## config.mk

```make
export PLATFORM = sky130hd
export DESIGN_NAME = cut_bist_ctrl
export DESIGN_NICKNAME = d
export VERILOG_FILES = /design/src/rtl/cut_bist_ctrl.sv
export SDC_FILE = /design/constraint.sdc
export NUM_CORES = 1
export LEC_CHECK = 0
export ABC_AREA = 1
export CAP_MARGIN = 10
export CORE_ASPECT_RATIO = 0.7
export CORE_MARGIN = 2
export CORE_UTILIZATION = 52
export CTS_BUF_LIST = sky130_fd_sc_hd__clkbuf_4 sky130_fd_sc_hd__clkbuf_8
export DETAILED_ROUTE_END_ITERATION = 10
export PLACE_DENSITY = 0.82
export SLEW_MARGIN = 0
export SYNTH_ARGS = -nofsm -noshare
export SYNTH_HDL_FRONTEND = slang
export SYNTH_SLANG_ARGS = --single-unit
```

## constraint.sdc

```tcl
create_clock -name clk -period 1.9 [get_ports clk]
set_input_delay 0.19 -clock clk [delete_from_list [all_inputs] [get_ports clk]]
set_output_delay 0.19 -clock clk [all_outputs]
set_load 0.05 [all_outputs]
```

## src/rtl/cut_bist_ctrl.sv

```systemverilog
// cut_bist_ctrl
// Built-in self-test controller for the 4-input benchmark circuit
//   l = ((a & b) | ~(b & c)) & e
// It walks vectors 0..NUM_VEC-1 onto {cut_a,cut_b,cut_c,cut_e}. For each
// vector it waits SETTLE cycles and then samples cut_l against a golden model.
// It reports a saturating mismatch count, the first failing vector and an
// overall pass flag.
//
// Optional feature, controlled by the macro CUT_BIST_MISR_EN:
//   defined   - an 8-bit MISR (x^8+x^4+x^3+x^2+1, seed 0) compacts cut_l into
//               the signature output.
//   undefined - no MISR is built and signature is tied to 8'h00.

module cut_bist_ctrl #(
  parameter int NUM_VEC = 16,  // vectors applied, 1..16
  parameter int SETTLE  = 1,   // settle cycles per vector, >= 1
  parameter int CNT_W   = 5    // width of fail_cnt
) (
  input  logic             clk,
  input  logic             rst_n,
  input  logic             start,
  input  logic             abort,
  output logic             cut_a,
  output logic             cut_b,
  output logic             cut_c,
  output logic             cut_e,
  input  logic             cut_l,
  output logic             busy,
  output logic             done,
  output logic             pass,
  output logic [CNT_W-1:0] fail_cnt,
  output logic [3:0]       first_fail_vec,
  output logic             first_fail_valid,
  output logic [7:0]       signature
);

  // Settle counter counts 0..SETTLE-1; keep it at least one bit wide.
  localparam int               SW          = (SETTLE > 1) ? $clog2(SETTLE) : 1;
  localparam logic [SW-1:0]    SETTLE_LAST = SW'(SETTLE - 1);
  localparam logic [3:0]       LAST_IDX    = 4'(NUM_VEC - 1);
  localparam logic [CNT_W-1:0] CNT_MAX     = '1;

  typedef enum logic [2:0] {
    ST_IDLE,
    ST_APPLY,
    ST_WAIT,
    ST_CHECK,
    ST_DONE
  } state_t;

  state_t           state_q;
  logic [3:0]       idx_q;        // index of the vector under test
  logic [3:0]       vec_q;        // registered {a,b,c,e} driven to the CUT
  logic [SW-1:0]    settle_q;
  logic             busy_q;
  logic             done_q;
  logic             pass_q;
  logic [CNT_W-1:0] fail_cnt_q;
  logic [3:0]       ff_vec_q;
  logic             ff_valid_q;

  logic             exp_l;
  logic             mismatch;
  logic [CNT_W-1:0] fail_cnt_d;
  logic             start_run;
  logic             abort_run;

  // Golden response, mismatch detection and saturating count increment.
  always_comb begin
    // NOTE: every always_comb output gets a value on every path (here
    // unconditionally) so that no latch is inferred.
    exp_l      = ((vec_q[3] & vec_q[2]) | ~(vec_q[2] & vec_q[1])) & vec_q[0];
    mismatch   = (cut_l != exp_l);
    fail_cnt_d = (fail_cnt_q == CNT_MAX) ? fail_cnt_q : fail_cnt_q + CNT_W'(1);
    // abort beats start in IDLE and stops a run in every other state.
    start_run  = (state_q == ST_IDLE) && start && !abort;
    abort_run  = (state_q != ST_IDLE) && abort;
  end

  // Sequencer FSM with all status outputs registered.
  always_ff @(posedge clk or negedge rst_n) begin
    // NOTE: every register here is a plain flop with a reset value; there is
    // no memory array, so nothing is left unreset.
    if (!rst_n) begin
      state_q    <= ST_IDLE;
      idx_q      <= '0;
      vec_q      <= '0;
      settle_q   <= '0;
      busy_q     <= 1'b0;
      done_q     <= 1'b0;
      pass_q     <= 1'b0;
      fail_cnt_q <= '0;
      ff_vec_q   <= '0;
      ff_valid_q <= 1'b0;
    end else begin
      // NOTE: sequential state uses non-blocking assignments only, so every
      // read in this block sees the value from before the clock edge.
      done_q <= 1'b0;
      if (abort_run) begin
        // Partial results (fail_cnt, first_fail_*) are kept on purpose.
        state_q <= ST_IDLE;
        busy_q  <= 1'b0;
        vec_q   <= '0;
        pass_q  <= 1'b0;
      end else begin
        unique case (state_q)
          ST_IDLE: begin
            if (start_run) begin
              state_q    <= ST_APPLY;
              busy_q     <= 1'b1;
              idx_q      <= '0;
              vec_q      <= '0;
              fail_cnt_q <= '0;
              ff_valid_q <= 1'b0;
              pass_q     <= 1'b0;
            end
          end
          ST_APPLY: begin
            state_q  <= ST_WAIT;
            settle_q <= '0;
          end
          ST_WAIT: begin
            if (settle_q == SETTLE_LAST) begin
              state_q <= ST_CHECK;
            end else begin
              settle_q <= settle_q + SW'(1);
            end
          end
          ST_CHECK: begin
            if (mismatch) begin
              fail_cnt_q <= fail_cnt_d;
              if (!ff_valid_q) begin
                ff_valid_q <= 1'b1;
                ff_vec_q   <= idx_q;
              end
            end
            if (idx_q == LAST_IDX) begin
              // pass is set together with done from the final count.
              state_q <= ST_DONE;
              done_q  <= 1'b1;
              vec_q   <= '0;
              pass_q  <= !mismatch && (fail_cnt_q == '0);
            end else begin
              state_q <= ST_APPLY;
              idx_q   <= idx_q + 4'd1;
              vec_q   <= idx_q + 4'd1;
            end
          end
          ST_DONE: begin
            state_q <= ST_IDLE;
            busy_q  <= 1'b0;
          end
          default: begin
            state_q <= ST_IDLE;
            busy_q  <= 1'b0;
            vec_q   <= '0;
          end
        endcase
      end
    end
  end

`ifdef CUT_BIST_MISR_EN
  localparam logic [7:0] MISR_POLY = 8'h1D;  // x^4+x^3+x^2+1 taps

  logic [7:0] sig_q;
  logic [7:0] sig_d;
  logic       sig_fb;

  // Next MISR value: shift left, fold in cut_l through the top bit.
  always_comb begin
    sig_fb = sig_q[7] ^ cut_l;
    sig_d  = {sig_q[6:0], 1'b0} ^ ({8{sig_fb}} & MISR_POLY);
  end

  // Signature register: cleared at run start, advanced once per CHECK.
  always_ff @(posedge clk or negedge rst_n) begin
    if (!rst_n) begin
      sig_q <= '0;
    end else if (start_run) begin
      sig_q <= '0;
    end else if ((state_q == ST_CHECK) && !abort) begin
      sig_q <= sig_d;
    end
  end

  assign signature = sig_q;
`else
  assign signature = 8'h00;
`endif

  assign cut_a            = vec_q[3];
  assign cut_b            = vec_q[2];
  assign cut_c            = vec_q[1];
  assign cut_e            = vec_q[0];
  assign busy             = busy_q;
  assign done             = done_q;
  assign pass             = pass_q;
  assign fail_cnt         = fail_cnt_q;
  assign first_fail_vec   = ff_vec_q;
  assign first_fail_valid = ff_valid_q;

endmodule

```

==> results of run 1 <==
[sequential cells by signal, summed over array words and instances (netlist names)]
signal,flops
done,1
busy,1
state_q,3
first_fail_vec,4
pass,1
idx_q,4
fail_cnt,5
first_fail_valid,1
vec_q,4
[layout make-up]
| cell class | count | area, µm² | share of cell area (%) |
|---|---|---|---|
| flip-flops and latches | 24 | 600.6 | 36.28 |
| well taps | 34 | 42.54 | 2.570 |
| multi-input cells | 122 | 678.2 | 40.97 |
| inverters | 19 | 75.07 | 4.535 |
| repair buffers | 22 | 217.7 | 13.15 |
| clock buffers | 3 | 41.29 | 2.494 |
[cells by family after synthesis]
kind of cell / count (synthesis) / share of synthesized area, %
simple gates: 101 / 38.32
xor+xnor: 1 / 0.6313
compound gates: 8 / 4.148
flops: 24 / 43.28
fa+ha+maj: 4 / 3.607
other cells: 1 / 0.2703
buf+inv: 27 / 9.739
[metal layers]
metal | track usage [%] | wire length (µm)
met5 | 0 | 0
met4 | 5.000 | 27
met3 | 5.995 | 163
met2 | 34.55 | 1308
met1 | 26.61 | 1275
[Yosys cell counts (2+ instances only)]
master / instances
buf_4: 8
dfrtp_1: 24
ha_1: 4
inv_1: 13
inv_2: 3
nand2_1: 50
nand2_2: 5
nand2_4: 2
nand3_1: 14
nand3_2: 2
nand3_4: 2
nand4_1: 5
nor2_1: 14
nor2_4: 2
o21ai_0: 2
o21ai_2: 2
[power groups by stage]
stage	sequential (mW)	clock (mW)	combinational, mW
floorplan	0.937	0	0.562
global placement	0.723	0	1.00
detailed placement	0.727	0	1.03
CTS	0.718	0.307	1.03
global route	0.741	0.321	1.11
finish	0.718	0.300	1.03
[final timing paths]
kind,cells after the start,slack (ns),to,start
max in group asynchronous,2,1.38,fail_cnt[0]$_DFFE_PN0P_,rst_n
worst max register to register,10,0.24,fail_cnt[3]$_DFFE_PN0P_,fail_cnt[0]$_DFFE_PN0P_
min in group clk,2,0.47,first_fail_vec[1]$_DFFE_PN0P_,first_fail_vec[1]$_DFFE_PN0P_
worst min-delay path,2,0.27,idx_q[0]$_DFFE_PN0P_,rst_n
worst min register to register,2,0.47,first_fail_vec[1]$_DFFE_PN0P_,first_fail_vec[1]$_DFFE_PN0P_
worst max-delay path,1,0.15,fail_cnt[2],fail_cnt[2]$_DFFE_PN0P_
[stage by stage]
stage / worst slack [ns] / area, µm² / std cells / hold WS [ns]
2_1_floorplan: 0.09753 / 1414 / 173 / -0.1056
3_3_place_gp: 0.3171 / 1614 / 221 / 0.4558
3_5_place_dp: 0.2347 / 1614 / 221 / 0.4589
4_1_cts: 0.1463 / 1655 / 224 / 0.2879
5_1_grt: 0.08054 / 1655 / 224 / 0.3270
6_report: 0.1510 / 1655 / 224 / 0.2749
==> impl_metrics.json, run 1 <==
{
  "yosysTopAreaCell": "dfrtp_1",
  "arrival_ns": 1.56,
  "grt_max_degree": 25,
  "skew_ns": 0.004399,
  "power_leakage_nw": 0.8349,
  "cp.required_ns": 1.71,
  "grt_pass1_vias": 1062,
  "start_util_pct": 55.59,
  "tightest_slew_ns": 0.5083,
  "internal_power_mw": 1.068,
  "clk_pin_slew_ns": 0.08,
  "p_clk_share_pct": 14.7,
  "drc_errors": 0,
  "fin_nets": 201,
  "p_switching_mw": 0.9760,
  "drive_above_1_share_pct": 14.74,
  "pwr-share-seq_pct": 35.1,
  "fin_setup_tns_ns": 0,
  "finalMaxSlewViolations": 0,
  "avgViaCountPerCell": 4.942,
  "path_class": "register to output port",
  "fillers": 210,
  "cap_viol_max_count": 0,
  "synth_edf_count": 0,
  "antenna_found_initial": 0,
  "ys.flop_type": "dfrtp_1",
  "cts_max_path_buffers": 2,
  "p_per_area_nw_per_um2": 1235,
  "coreArea_um2": 2496,
  "cts_setup_buffers": 0,
  "worstSkewPairLatency_ns": 0.27,
  "p_total_mw": 2.044,
  "post_cts_resized": 0,
  "layout_common_cells": "nand2_1, dfrtp_1, clkdlybuf4s50_1, nor2_1, nand3_1",
  "slew_headroom_pct": 66.01,
  "cts_tree": "yes",
  "pwr-share-comb_pct": 50.2,
  "cts_made_buffers": 3,
  "ir_drop_v": 0.0006296,
  "synth_top_cell_area_share_pct": 43.28,
  "crit_slowest_cell": "clkdlybuf4s50_1",
  "diodes": 0,
  "fin_util_pct": 66.32,
  "drtIter0Drc": 83,
  "rsz0062_at_grt": "no",
  "swShare_pct": 47.75,
  "die_width_um": 65.74,
  "async_flop_share_pct": 100.0,
  "io_pins": 30,
  "crit_fanout": 6,
  "syn_avg_cell_area_um2": 8.359,
  "die-area_um2": 3104,
  "final_antenna_net_count": 0,
  "min_period_ns": 1.749,
  "cp_slowest_stage_delay_ns": 0.85,
  "port_buffers": 21,
  "synth_area_leaders": "dfrtp_1, nand2_1, nand3_1",
  "layout.cells.most_common": "nand2_1",
  "cts_root_buf": "clkbuf_8",
  "crit_buf_inv": 1,
  "grt_overflow_total": 0,
  "finalCritPeriodShare_pct": 92.05,
  "post-dp-hpwl_um": 2162,
  "first_pass_iters": 4,
  "dieHeight_um": 47.22,
  "syn-instance-count": 166,
  "crit_path_end_kind": "output port",
  "wirelength_um": 2775,
  "syn_to_final_growth_pct": 19.30,
  "synth_sequential_area_ratio_pct": 43.28,
  "start_kind": "register",
  "vias": 1107,
  "cts_sinks": 24,
  "status": "complete, no violations",
  "max_freq_mhz": 571.8,
  "wl_per_cell_um": 12.39,
  "yosys_warnings": 0,
  "ctsHoldBuffers": 0,
  "finalSetupViolations": 0,
  "min_path_type": "input pin to async pin",
  "post_synth_instance_area_um2": 1388,
  "yosysUniqueCellTypes": 30,
  "htree_levels": 1,
  "grt_pass1_wl_um": 4657,
  "finalHoldViolCount": 0,
  "ys_ff_latch": 24,
  "rows": 15,
  "grt_usage_pct": 20.48,
  "gp_congestion": 0.8896,
  "cp_top_family": "buffers and inverters",
  "cp_cell_sequence": "clkdlybuf4s50_1"
}
Note: power is estimated with default switching activity, not from simulation.
==> run 2: changes to the inputs <==
==> constraint.sdc (replaced) <==
create_clock -name clk -period 1.9 [get_ports clk]
set_input_delay 0.285 -clock clk [delete_from_list [all_inputs] [get_ports clk]]
set_output_delay 0.285 -clock clk [all_outputs]
set_load 0.05 [all_outputs]
==> run 2 against run 1 <==
  * Core utilization up 0.40 points
  * Register-to-register slack better by 0.03 ns
  * Flip-flop and latch count unchanged
  * Worst setup slack worse by 0.067 ns
  * Sequential share of layout area down 0.22 points
  * Final cell count up 0.45%
  * Non-clock buffer count up 1
  * Fmax down 3.7%
  * Design area up 0.60%
  * Critical path depth unchanged
  * Die area unchanged
  * First-iteration DRC count down 46%
==> impl_metrics.json, run 2 (same netlist as run 1, synthesis figures left out) <==
{
  "die_width_um": 65.74,
  "place_area_um2": 1622,
  "status": "complete, no violations",
  "worstSkewPairLatency_ns": 0.27,
  "cp_slowest_stage_delay_ns": 0.83,
  "fin_nets": 202,
  "min_period_ns": 1.816,
  "coreArea_um2": 2496,
  "start_kind": "register",
  "fin_setup_tns_ns": 0,
  "rows": 15,
  "multiInputGateArea_um2": 678.2,
  "gp_congestion": 0.8608,
  "layout_common_cells": "nand2_1, dfrtp_1, clkdlybuf4s50_1, nor2_1, nand3_1",
  "crit_buf_inv": 1,
  "start_util_pct": 55.59,
  "htree_levels": 1,
  "finalSetupViolations": 0,
  "antenna_found_initial": 0,
  "cp_num_cells": 1,
  "cts_root_buf": "clkbuf_8",
  "drive_above_1_share_pct": 15.18,
  "drc_errors": 0,
  "min_path_type": "input pin to async pin",
  "crit_path_end_kind": "output port",
  "cap_viol_max_count": 0,
  "grt_usage_pct": 20.30,
  "finalMaxSlewViolations": 0,
  "reg2reg_to": "fail_cnt[4]$_DFFE_PN0P_",
  "cts_tree": "yes",
  "rsz0062_at_grt": "no",
  "cp_cell_sequence": "clkdlybuf4s50_1",
  "fillers": 214,
  "finalHoldViolCount": 0,
  "wl_per_cell_um": 12.31,
  "arrival_ns": 1.53,
  "power_leakage_nw": 0.8584,
  "finalCritPeriodShare_pct": 95.60,
  "largest_reg_flops": 5,
  "post-dp-hpwl_um": 2172,
  "crit_fanout": 6,
  "avgViaCountPerCell": 4.924,
  "tightest_slew_ns": 0.5091,
  "r2r_slack_ns": 0.27,
  "grt_overflow_total": 0,
  "reg2regPathDepth": 10,
  "cts_max_path_buffers": 2,
  "layout.cells.most_common": "nand2_1",
  "p_per_area_nw_per_um2": 1229,
  "stdcell_area_um2": 1665,
  "cp.required_ns": 1.62,
  "die-area_um2": 3104,
  "register_area_um2": 600.6,
  "syn_to_final_growth_pct": 20.02,
  "dieHeight_um": 47.22,
  "cts_made_buffers": 3,
  "ir_drop_v": 0.0006408,
  "grt_pass1_wl_um": 4650,
  "drtIter0Drc": 45,
  "cp_top_family": "buffers and inverters",
  "cts_sinks": 24,
  "crit_slowest_cell": "clkdlybuf4s50_1",
  "vias": 1108,
  "grt_max_degree": 25,
  "first_pass_iters": 4,
  "final_antenna_net_count": 0,
  "diodes": 0,
  "max_freq_mhz": 550.5,
  "clk_pin_slew_ns": 0.08,
  "skew_ns": 0.007739,
  "wirelength_um": 2770,
  "port_buffers": 21,
  "io_pins": 30,
  "r2r_start": "fail_cnt[0]$_DFFE_PN0P_",
  "path_class": "register to output port",
  "grt_pass1_vias": 1038,
  "critPathLaunch": "fail_cnt[0]$_DFFE_PN0P_",
  "slew_headroom_pct": 65.95
}
==> run 2: cell count changes in the layout (fill, tap and decap cells not counted), sizes merged <==
cell and change:
buf +1, clkdlybuf4s50 -1, dlymetal6s2s +1
==> run 2: per-stage QoR <==
step | util, % | setup slack, ns | total power [mW] | hold WS, ns | std cells
2_1_floorplan | - | 0.09753 | 1.499 | -0.01059 | 173
3_3_place_gp | 64.96 | 0.3338 | 1.726 | 0.4553 | 222
3_5_place_dp | 64.96 | 0.2666 | 1.758 | 0.4614 | 222
4_1_cts | 66.62 | 0.05238 | 2.059 | 0.3722 | 225
5_1_grt | 66.72 | 0.04107 | 2.183 | 0.3889 | 225
6_report | 66.72 | 0.08354 | 2.047 | 0.3622 | 225
==> run 2: worst max path at each step <==
stage	to	slack, ns
floorplan	fail_cnt[0]$_DFFE_PN0P_	0.1
global placement	fail_cnt[4]$_DFFE_PN0P_	0.33
detailed placement	fail_cnt[4]$_DFFE_PN0P_	0.27
CTS	fail_cnt[2]	0.05
global route	fail_cnt[0]	0.04
finish	fail_cnt[0]	0.08
==> run 2: layout make-up <==
| type | count | share of cell area, % |
|---|---|---|
| clock buffers | 3 | 2.479 |
| inverters | 19 | 4.508 |
| multi-input cells | 122 | 40.72 |
| flip-flops and latches | 24 | 36.06 |
| well taps | 34 | 2.554 |
| repair buffers | 23 | 13.67 |
==> run 2: power by group <==
group / internal, mW / leakage [nW] / switching, mW
Clock: 0.142 / 0.0216 / 0.159
Sequential: 0.612 / 0.328 / 0.108
Combinational: 0.315 / 0.508 / 0.710
Total: 1.07 / 0.858 / 0.977
==> run 2: routing by layer <==
layer	routed length [µm]	track usage (%)	up-vias
li1	-	-	561
met1	1328	26.28	522
met2	1304	35.56	22
met3	114	4.556	3
met4	23	5.000	0
met5	0	0	-
==> run 2: what timing repair did <==
item,CTS,global route
setup buffers,0,0
hold buffers,0,0
endpoints found under the setup margin,0,1
resized for setup,0,1
==> run 3: changes to the inputs <==
--- a/config.mk
+++ b/config.mk
@@ -12,6 +12,7 @@
 export CORE_UTILIZATION = 52
 export CTS_BUF_LIST = sky130_fd_sc_hd__clkbuf_4 sky130_fd_sc_hd__clkbuf_8
 export DETAILED_ROUTE_END_ITERATION = 10
+export GPL_ROUTABILITY_DRIVEN = 0
 export PLACE_DENSITY = 0.82
 export SLEW_MARGIN = 0
 export SYNTH_ARGS = -nofsm -noshare
==> results of run 3 <==
No change in the layout: final DEF, timing and power equal those of run 2.
